`src/rtl/glyph_renderer.sv`:
```
// Glyph ROM reader: maps raster position to ROM rows and serialises the row into a positioned two-colour glyph.
// Two pix_en ticks from hcount/vcount/syncs to rgb/syncs. pix_en low stalls the pipeline; the position latch still loads on frame_start.
module glyph_renderer #(
  parameter int GLYPH_W = 64,
  parameter int GLYPH_H = 64,
  parameter int ADDR_W  = 6,
  parameter int CNT_W   = 10,
  parameter int RGB_W   = 12
) (
  input  logic               clk,
  input  logic               rst,
  input  logic               pix_en,
  input  logic [CNT_W-1:0]   hcount,
  input  logic [CNT_W-1:0]   vcount,
  input  logic               video_on,
  input  logic               hsync_in,
  input  logic               vsync_in,
  input  logic               frame_start,
  input  logic [CNT_W-1:0]   glyph_x,
  input  logic [CNT_W-1:0]   glyph_y,
  input  logic [RGB_W-1:0]   fg_color,
  input  logic [RGB_W-1:0]   bg_color,
  output logic [ADDR_W-1:0]  rom_address,
  input  logic [GLYPH_W-1:0] rom_data,
  output logic [RGB_W-1:0]   rgb,
  output logic               hsync_out,
  output logic               vsync_out,
  output logic               glyph_hit
);

  localparam int COL_W = $clog2(GLYPH_W);
  localparam logic [CNT_W:0] GW_EXT = (CNT_W+1)'(GLYPH_W);
  localparam logic [CNT_W:0] GH_EXT = (CNT_W+1)'(GLYPH_H);

  logic [CNT_W-1:0]  pos_x_q, pos_x_d, pos_y_q, pos_y_d;
  logic [ADDR_W-1:0] rom_address_q, rom_address_d;
  logic [COL_W-1:0]  col_q, col_d;
  logic              in_box_q, in_box_d;
  logic              von1_q, von1_d, hs1_q, hs1_d, vs1_q, vs1_d;
  logic              hs2_q, hs2_d, vs2_q, vs2_d;
  logic [RGB_W-1:0]  rgb_q, rgb_d;
  logic              glyph_hit_q, glyph_hit_d;

  logic [CNT_W:0]    dx, dy;
  logic              in_x, in_y;
  logic [COL_W-1:0]  bit_idx;
  logic              pix_bit;

  always_comb begin
    pos_x_d = pos_x_q;
    pos_y_d = pos_y_q;
    if (frame_start) begin
      pos_x_d = glyph_x;
      pos_y_d = glyph_y;
    end

    // Differences are one bit wider than the counters: a position left of or
    // above the glyph wraps past 2^CNT_W, so a single compare covers both bounds
    // and a glyph crossing the counter limit is clipped rather than wrapped.
    dx   = {1'b0, hcount} - {1'b0, pos_x_q};
    dy   = {1'b0, vcount} - {1'b0, pos_y_q};
    in_x = dx < GW_EXT;
    in_y = dy < GH_EXT;

    bit_idx = COL_W'(GLYPH_W - 1) - col_q;
    pix_bit = rom_data[bit_idx];

    rom_address_d = rom_address_q;
    col_d         = col_q;
    in_box_d      = in_box_q;
    von1_d        = von1_q;
    hs1_d         = hs1_q;
    vs1_d         = vs1_q;
    hs2_d         = hs2_q;
    vs2_d         = vs2_q;
    rgb_d         = rgb_q;
    glyph_hit_d   = glyph_hit_q;

    if (pix_en) begin
      rom_address_d = in_y ? dy[ADDR_W-1:0] : '0;
      col_d         = dx[COL_W-1:0];
      in_box_d      = in_x & in_y;
      von1_d        = video_on;
      hs1_d         = hsync_in;
      vs1_d         = vsync_in;

      rgb_d = '0;
      if (von1_q && in_box_q)
        rgb_d = pix_bit ? fg_color : bg_color;
      glyph_hit_d = von1_q & in_box_q & pix_bit;
      hs2_d       = hs1_q;
      vs2_d       = vs1_q;
    end
  end

  always_ff @(posedge clk or posedge rst) begin
    if (rst) begin
      pos_x_q       <= '0;
      pos_y_q       <= '0;
      rom_address_q <= '0;
      col_q         <= '0;
      in_box_q      <= 1'b0;
      von1_q        <= 1'b0;
      hs1_q         <= 1'b1;
      vs1_q         <= 1'b1;
      hs2_q         <= 1'b1;
      vs2_q         <= 1'b1;
      rgb_q         <= '0;
      glyph_hit_q   <= 1'b0;
    end else begin
      pos_x_q       <= pos_x_d;
      pos_y_q       <= pos_y_d;
      rom_address_q <= rom_address_d;
      col_q         <= col_d;
      in_box_q      <= in_box_d;
      von1_q        <= von1_d;
      hs1_q         <= hs1_d;
      vs1_q         <= vs1_d;
      hs2_q         <= hs2_d;
      vs2_q         <= vs2_d;
      rgb_q         <= rgb_d;
      glyph_hit_q   <= glyph_hit_d;
    end
  end

  assign rom_address = rom_address_q;
  assign rgb         = rgb_q;
  assign hsync_out   = hs2_q;
  assign vsync_out   = vs2_q;
  assign glyph_hit   = glyph_hit_q;

endmodule

```
`config.mk`:
```
export PLATFORM = sky130hd
export DESIGN_NAME = glyph_renderer
export DESIGN_NICKNAME = d
export VERILOG_FILES = /design/src/rtl/glyph_renderer.sv
export SDC_FILE = /design/constraint.sdc
export NUM_CORES = 1
export LEC_CHECK = 0
export CAP_MARGIN = 20
export CELL_PAD_IN_SITES_DETAIL_PLACEMENT = 1
export CELL_PAD_IN_SITES_GLOBAL_PLACEMENT = 2
export CORE_MARGIN = 1.5
export CORE_UTILIZATION = 25
export DETAILED_ROUTE_END_ITERATION = 6
export HOLD_SLACK_MARGIN = 0.05
export PLACE_DENSITY_LB_ADDON = 0.05
export REMOVE_ABC_BUFFERS = 1
export SYNTH_ARGS = -nofsm -noshare
export SYNTH_HDL_FRONTEND = slang
export SYNTH_SLANG_ARGS = --single-unit
```
`constraint.sdc`:
```
create_clock -name clk -period 3.3 [get_ports clk]
set_input_delay 0.66 -clock clk [delete_from_list [all_inputs] [get_ports clk]]
set_output_delay 0.66 -clock clk [all_outputs]
set_load 0.01 [all_outputs]
```
==> results by group <==
Status
  – Run status: completed

Worst setup path
  – Worst-path maximum fanout: 6
  – Slowest CP cell: sky130_fd_sc_hd__clkdlybuf4s50_1
  – Worst stage delay on the critical path: around 0.45 ns
  – Signal arrival time at the worst endpoint: 3.22 ns
  – Start-to-end type of the worst setup path: input pin to flop
  – Library cell appearing most often on the critical path: sky130_fd_sc_hd__nor4_1
  – Kind of capture point of the worst setup path: flop
  – Kind of start point of the critical path: input pin
  – Data required time of the worst path: roughly 3.5 ns
  – Cell chain of the critical path: clkdlybuf4s50_1 -> inv_1 -> ha_1 -> fa_1 -> nor2b_1 -> o31ai_1 -> a21oi_1 -> nor4_1 -> nor4_1 -> nand4_1 -> buf_4 -> o22ai_1

Finish
  – Area Growth Syn to Fin: 50.8%
  – Final antenna diode count: 0
  – Total number of nets in the final design: 691
  – Cell area after layout: around 5600 sq um
  – Number of filler cells placed in the layout: roughly 1700
  – Fraction of layout cells with a size suffix above 1: 0.0953

Global routing
  – GR Util All Layers: 0.160
  – Via count of the first global-routing pass: 3690
  – Initial antenna violation count: 0
  – Pin count of the biggest net entering global routing: 39
  – Wire length of the first global-routing pass: between 20000 and 25000 um
  – Total overflow reported by the global router: 0

Die
  – I/O pin count: between 150 and 200
  – Vertical extent of the die: approximately 130 um
  – Floorplan core area: ~15000 sq um
  – Starting Density: 0.256
  – Die Span X: approximately 130 um
  – Number of placement rows: 44
  – Area of the die: 15600 sq um

Synthesis
  – Sequential element share of the synthesized area: 0.344
  – Post-synthesis simple-gate area fraction: 0.130
  – Post-Synth Adder-Cell Area: 0.0779
  – Post-synth cell types: 55
  – Number of warnings issued by yosys: 0
  – Primary flip-flop cell chosen by synthesis mapping: sky130_fd_sc_hd__dfrtp_1
  – Compound-gate portion of the synthesized area: 0.161
  – Share of async-settable or async-resettable flops after synthesis: 1.00
  – Dominant combinational cell family by area after synthesis: multiplexers
  – Average instance area after synthesis: ~10 sq um
  – Synth Instances: 379
  – Count of flip-flops with a built-in enable after synthesis: 0
  – Mapped cell area: 3730 sq um
  – Synthesized-area fraction occupied by xor and xnor cells: 0.0212
  – Mux share of post-synthesis cell area: 0.192
  – Number of synthesized register bits: just over 50

Power and ir drop
  – Largest voltage drop on the vdd net: 0.284 mV
  – Relative contribution of combinational cells to total power: 0.433
  – Power density relative to cell area: between 400 and 500 nW/um^2
  – Leakage: 2.35 nW
  – Cell internal power dissipation: around 1.6 mW
  – Switch Pwr: about 0.8 mW
  – Clock network fraction of total power: 0.238
  – Seq pwr share: 0.329
  – Switching Share: 0.341

Clock network
  – CTS root buffer: sky130_fd_sc_hd__clkbuf_16
  – CTS Sinks: 51
  – Reg clk slew, reported paths: 0.08 ns
  – Post-CTS setup buffers: 0
  – Resize count post-CTS: 0
  – Htree depth: 2
  – Number of buffers created by CTS: 5
  – Clock tree from TritonCTS: done
  – Max Buffers Root-to-Sink: 2
  – Hold buffers post-CTS: 0
  – Worst-skew pair later-pin latency: roughly 0.30 ns

Route
  – Routed wire length: 12200 um
  – Avg Vias per Cell: around 4.8
  – Number of vias in the routed layout: between 3000 and 4000
  – DR DRC count: 0
  – Starting DRT DRC Count: roughly 140
  – Average routed wire per standard cell: between 15 and 20 um
  – Remaining antenna violation count: 0
  – Router iterations before antenna repair: 4

Placed design
  – Post-placement cell area: approximately 5500 sq um
  – Setup WS pre-CTS: -0.0265 ns
  – DP HPWL: 9530 um
  – Final Wtd Congestion: around 0.8
  – Number of buffers added on ports: ~160

STA
  – Worst clock skew: roughly 0.011 ns
  – Slew Limit Fails: 0
  – Final clock period utilization by the worst path: 0.912
  – Unrepaired setup endpoints after global routing: no
  – Final critical delay including setup and external delays: roughly 3 ns
  – Fin worst setup slack: about 0.29 ns
  – WHS: about 0.5 ns
  – Count of endpoints failing hold in the final timing report: 0
  – Number of endpoints failing setup at the final stage: 0
  – Worst slew slack as a fraction of its limit: 0.416
  – Maximum clock frequency: between 300 and 400 MHz
  – Pin slew with the least headroom to its limit: slightly below 0.9 ns
  – Final-layout setup total negative slack: 0 ns

Hold path
  – Path type of the worst min-delay path: flop to flop

Run
  – Maximum Capacitance Violations: 0
-- per-layer routing --
metal	vias up	global-route usage	wire length (um)	share of wire
li1	1688	-	-	-
met2	105	0.257	5440	0.45
met4	0	0.0241	72	0.0059
met5	-	0	0	0
met1	1664	0.225	6000	0.49
met3	4	0.0342	640	0.053
-- worst max-delay path, delay by kind of cell --
kind | cells | cell delay (ns)
AO/OA/AOI/OAI | 3 | 0.45
buffers and inverters | 3 | 0.68
adder cells (fa/ha/maj) | 2 | 0.63
AND/OR/NAND/NOR | 4 | 0.81
-- Yosys cell counts (5+ instances only) --
master	instances	area share
sky130_fd_sc_hd__o22ai_1	11	0.018
sky130_fd_sc_hd__mux2_1	7	0.021
sky130_fd_sc_hd__nand2b_1	16	0.027
sky130_fd_sc_hd__clkbuf_1	6	0.0060
sky130_fd_sc_hd__dfrtp_1	47	0.32
sky130_fd_sc_hd__nand2_1	25	0.025
sky130_fd_sc_hd__o21ai_0	23	0.031
sky130_fd_sc_hd__nor4_1	5	0.0084
sky130_fd_sc_hd__nor2_1	14	0.014
sky130_fd_sc_hd__o221ai_1	14	0.033
sky130_fd_sc_hd__xnor2_1	7	0.016
sky130_fd_sc_hd__a21oi_1	11	0.015
sky130_fd_sc_hd__mux2_2	14	0.042
sky130_fd_sc_hd__ha_1	20	0.067
sky130_fd_sc_hd__mux2i_1	32	0.086
sky130_fd_sc_hd__nor2b_1	13	0.022
sky130_fd_sc_hd__inv_1	36	0.036
sky130_fd_sc_hd__nand3b_1	5	0.010
-- layout make-up --
cell class	instances	area, sq um	share of cell area
Clock buffer	6	139	0.0247
Clock inverter	2	16.3	0.00289
Inverter	37	139	0.0247
Multi-Input combinational cell	271	2160	0.385
Sequential cell	51	1280	0.228
Tap cell	184	230	0.0410
Timing Repair Buffer	168	1650	0.293
-- per-stage QoR --
step,utilization,total power [mW],cells
after global routing,0.387,2.53,719
final,0.387,2.35,719
after CTS,0.387,2.41,719
after global placement,0.376,1.80,711
after detailed placement,0.376,1.83,711
after floorplan,-,1.41,359
-- flip-flops by register name (all words and copies together) (netlist names), 6 cells and up --
register	cells
rom_address	6
pos_y_q	10
col_q	6
pos_x_q	10
rgb	12
-- placed cells by master (no fill, tap or decap), types with 11 or more instances in the layout --
cell / instances
sky130_fd_sc_hd__a21oi_1: 11
sky130_fd_sc_hd__nor2_1: 14
sky130_fd_sc_hd__mux2_2: 14
sky130_fd_sc_hd__o22ai_1: 11
sky130_fd_sc_hd__buf_4: 13
sky130_fd_sc_hd__o221ai_1: 14
sky130_fd_sc_hd__nor2b_1: 13
sky130_fd_sc_hd__o21ai_0: 23
sky130_fd_sc_hd__ha_1: 20
sky130_fd_sc_hd__inv_1: 35
sky130_fd_sc_hd__mux2i_1: 32
sky130_fd_sc_hd__clkdlybuf4s50_1: 155
sky130_fd_sc_hd__nand2b_1: 16
sky130_fd_sc_hd__dfrtp_1: 47
sky130_fd_sc_hd__nand2_1: 25
-- power groups by stage --
stage	combinational [mW]	clock (mW)	sequential (mW)
final	1.02	0.560	0.774
after global routing	1.13	0.611	0.791
after CTS	1.04	0.591	0.778
after detailed placement	1.04	0	0.791
after global placement	1.02	0	0.784
after floorplan	0.632	0	0.775
-- path summary, 6_finish.rpt --
kind / cells after the start / end / slack [ns] / startpoint
hold reg to reg: 2 / rgb[0]$_DFFE_PP0P_ / 0.50 / rgb[0]$_DFFE_PP0P_
setup / recovery: 12 / rom_address[5]$_DFFE_PP0P_ / 0.29 / vcount[0]
hold / removal: 2 / rgb[0]$_DFFE_PP0P_ / 0.50 / rgb[0]$_DFFE_PP0P_
min in group asynchronous: 2 / rgb[7]$_DFFE_PP0P_ / 0.86 / rst
setup reg to reg: 9 / rgb[9]$_DFFE_PP0P_ / 0.60 / col_q[2]$_DFFE_PP0P_
max in group asynchronous: 3 / pos_x_q[0]$_DFFE_PP0P_ / 1.74 / rst
-- cells by family after synthesis --
kind of cell	Yosys count
AOI/OAI and AO/OA	88
xor gates and xnor gates	9
adders and majority gates	22
buffers and inverters	57
DFF	51
muxes	60
and+or+nand+nor	92
(Power assumes the default switching activity.)
==> RTL change (same settings) <==
`CNT_W`: 10 -> 14.
--- a/src/rtl/glyph_renderer.sv
+++ b/src/rtl/glyph_renderer.sv
@@ -5,5 +5,5 @@
   parameter int GLYPH_H = 64,
   parameter int ADDR_W  = 6,
-  parameter int CNT_W   = 10,
+  parameter int CNT_W   = 14,
   parameter int RGB_W   = 12
 ) (
Ports: changed (resized glyph_x, glyph_y, hcount and vcount); port bits go from 156 to 172. No check against the original RTL was run, so the function may have changed too.
==> RTL change against the unedited design <==
Synthesized area increased by 12%; count of clock-buffer cells in the layout grew 6; non-clock buffer count up 44; cell area increased by 20%; sequential cell count grew 8; routed wire length is 9.4% higher; clock power grew 76%; power up 26%; critical path depth is 2 lower; setup slack got worse by 0.12 ns; highest routed layer unchanged.
==> RTL change: results (changes against the unedited design) <==
slew_viol_final: 0  # unchanged
ys_seq_area_share_pct: 35.4  # +1.1 points
skew_ns: 0.00528  # -0.00582 ns
dp_hpwl_um: 10800  # +13%
viasPerCell: 4.59  # -4.7%
slowest_stage: "or4b_4"
tightest_slew_ns: 0.737  # -0.139 ns
diodes: 0  # unchanged
layout.nets: 817  # +18%
grt_pass1_vias: 4547  # +23%
cts.path.max_buffers: 2  # unchanged
cp.arrival_ns: 3.37  # +0.15 ns
ys.flop_type: "dfrtp_1"
r2r_slack_ns: 0.35  # -0.25 ns
post-place-ws_ns: -0.521  # -0.494 ns
layout-drive-gt1-share_pct: 16.2  # +6.7 points
drt_iter0_drc: 87  # -40%
track_usage_pct: 15.8  # -0.18 points
synthTopCellsByCount: "58 x inv_1, 55 x dfrtp_1, 37 x nand2_1"
ir_drop_mv: 0.247  # -13%
cp_slowest_stage_delay_ns: 0.53  # +0.08 ns
root_buffer: "clkbuf_16"
synth_area_leaders: "dfrtp_1 33%, mux4_2 11%, ha_1 8.4%, inv_1 5.2%, o21ai_0 4.3%"
path_delay_family: "compound AO/OA/AOI/OAI gates"
avgSynthCellArea_um2: 9.70  # -1.4%
worstHoldPathType: "flip-flop to flip-flop"
cts_buffers: 9  # +4
antenna_found_initial: 0  # unchanged
synth_cell_type_count: 44  # -20%
clkSlewWorstSetupHoldPaths_ns: 0.05  # -0.03 ns
clock_latency_ns: 0.33  # +0.03 ns
cp_max_fo: 2  # -4
layout.cells.non_filler: 861  # +20%
drt_pass1_iterations: 4  # unchanged
clock_sinks: 59  # +16%
synthArstFlopShare_pct: 100  # unchanged
switchingPower_uw: 879  # +9.6%
grt_max_degree: 39  # unchanged
gp_congestion: 0.739  # -6.7%
yosys_warnings: 0  # unchanged
leakagePower_nw: 2.91  # +24%
post-route-min-period_ns: 3.13  # +0.122 ns
wl_per_cell_um: 15.4  # -8.7%
fillers: 1854  # +9.4%
status: "completed"
dp.cells: 842  # +18%
io_buffers: 171  # +10%
ctsHtreeMaxLevel: 3  # +1
grt_pass1_wl_um: 22200  # +10%
[RTL change: changes by cell type in the layout (fill, tap and decap cells not counted), sizes merged, moves of 9 or more]
cell,before,now
buf,13,42
inv,37,58
mux2i,32,14
mux4,6,21
clkdlybuf4s50,155,169
o221ai,14,0
mux2,22,11
nand2,26,37
nand2b,16,5
o21ai,27,36
o22ai,11,20
[RTL change: area by class of cell]
type	count	area share (%)
clock buffer	12	3.95
clock inverter	4	0.705
inverter	58	3.23
multi-input combinational	296	36.0
sequential	59	22.0
tap	220	4.08
timing repair buffer	212	30.1
[RTL change: final timing paths]
check,startpoint,to,cells past startpoint
min reg2reg,pos_y_q[0],pos_y_q[0],1
max reg2reg,col_q[1],rgb[0],5
min,pos_y_q[0],pos_y_q[0],1
max in group asynchronous,rst,hsync_out,3
max,hcount[10],in_box_q,10
min in group asynchronous,rst,pos_x_q[6],2
[RTL change: timing repair]
action	4_1_cts	5_1_grt
buffers inserted	1	2
resized for setup	5	6
setup endpoints to repair	1	5
pin swaps	3	8
[RTL change: through the flow]
| step | cell area, um2 | setup TNS, ns | util (%) | hold slack (ns) | total power, mW |
|---|---|---|---|---|---|
| global route | 6750 | 0 | 41.0 | 0.536 | 3.16 |
| finish | 6750 | 0 | 41.0 | 0.512 | 2.96 |
| CTS | 6720 | 0 | 40.8 | 0.515 | 3.02 |
| floorplan | 4090 | -0.0818 | - | 0.481 | 1.53 |
| global placement | 6370 | -1.10 | 38.7 | 0.491 | 1.97 |
| detailed placement | 6370 | -1.59 | 38.7 | 0.504 | 1.99 |
[RTL change: cells by family after synthesis]
logic type	after synthesis	synth area share, %
muxes	46	17.6
buffers and inverters	76	7.37
and+or+nand+nor	91	10.0
adders and majority gates	30	9.34
AOI/OAI and AO/OA	114	17.1
DFF	59	35.4
xor gates and xnor gates	15	3.14
[RTL change: layer usage]
layer | global-route usage [%] | share of wire [%] | vias up
met2 | 28.7 | 51 | 92
met5 | 0 | 0 | -
met4 | 3.30 | 0.80 | 0
li1 | - | - | 1952
met3 | 5.34 | 5.9 | 9
met1 | 17.9 | 42 | 1897
[RTL change: power groups by stage]
stage                     clock network, mW  logic, mW  registers [mW]
after floorplan                           0      0.672           0.859
after global placement                    0       1.11           0.857
after detailed placement                  0       1.13           0.860
after CTS                              1.02       1.15           0.848
after global routing                   1.05       1.24           0.857
final                                 0.985       1.13           0.846
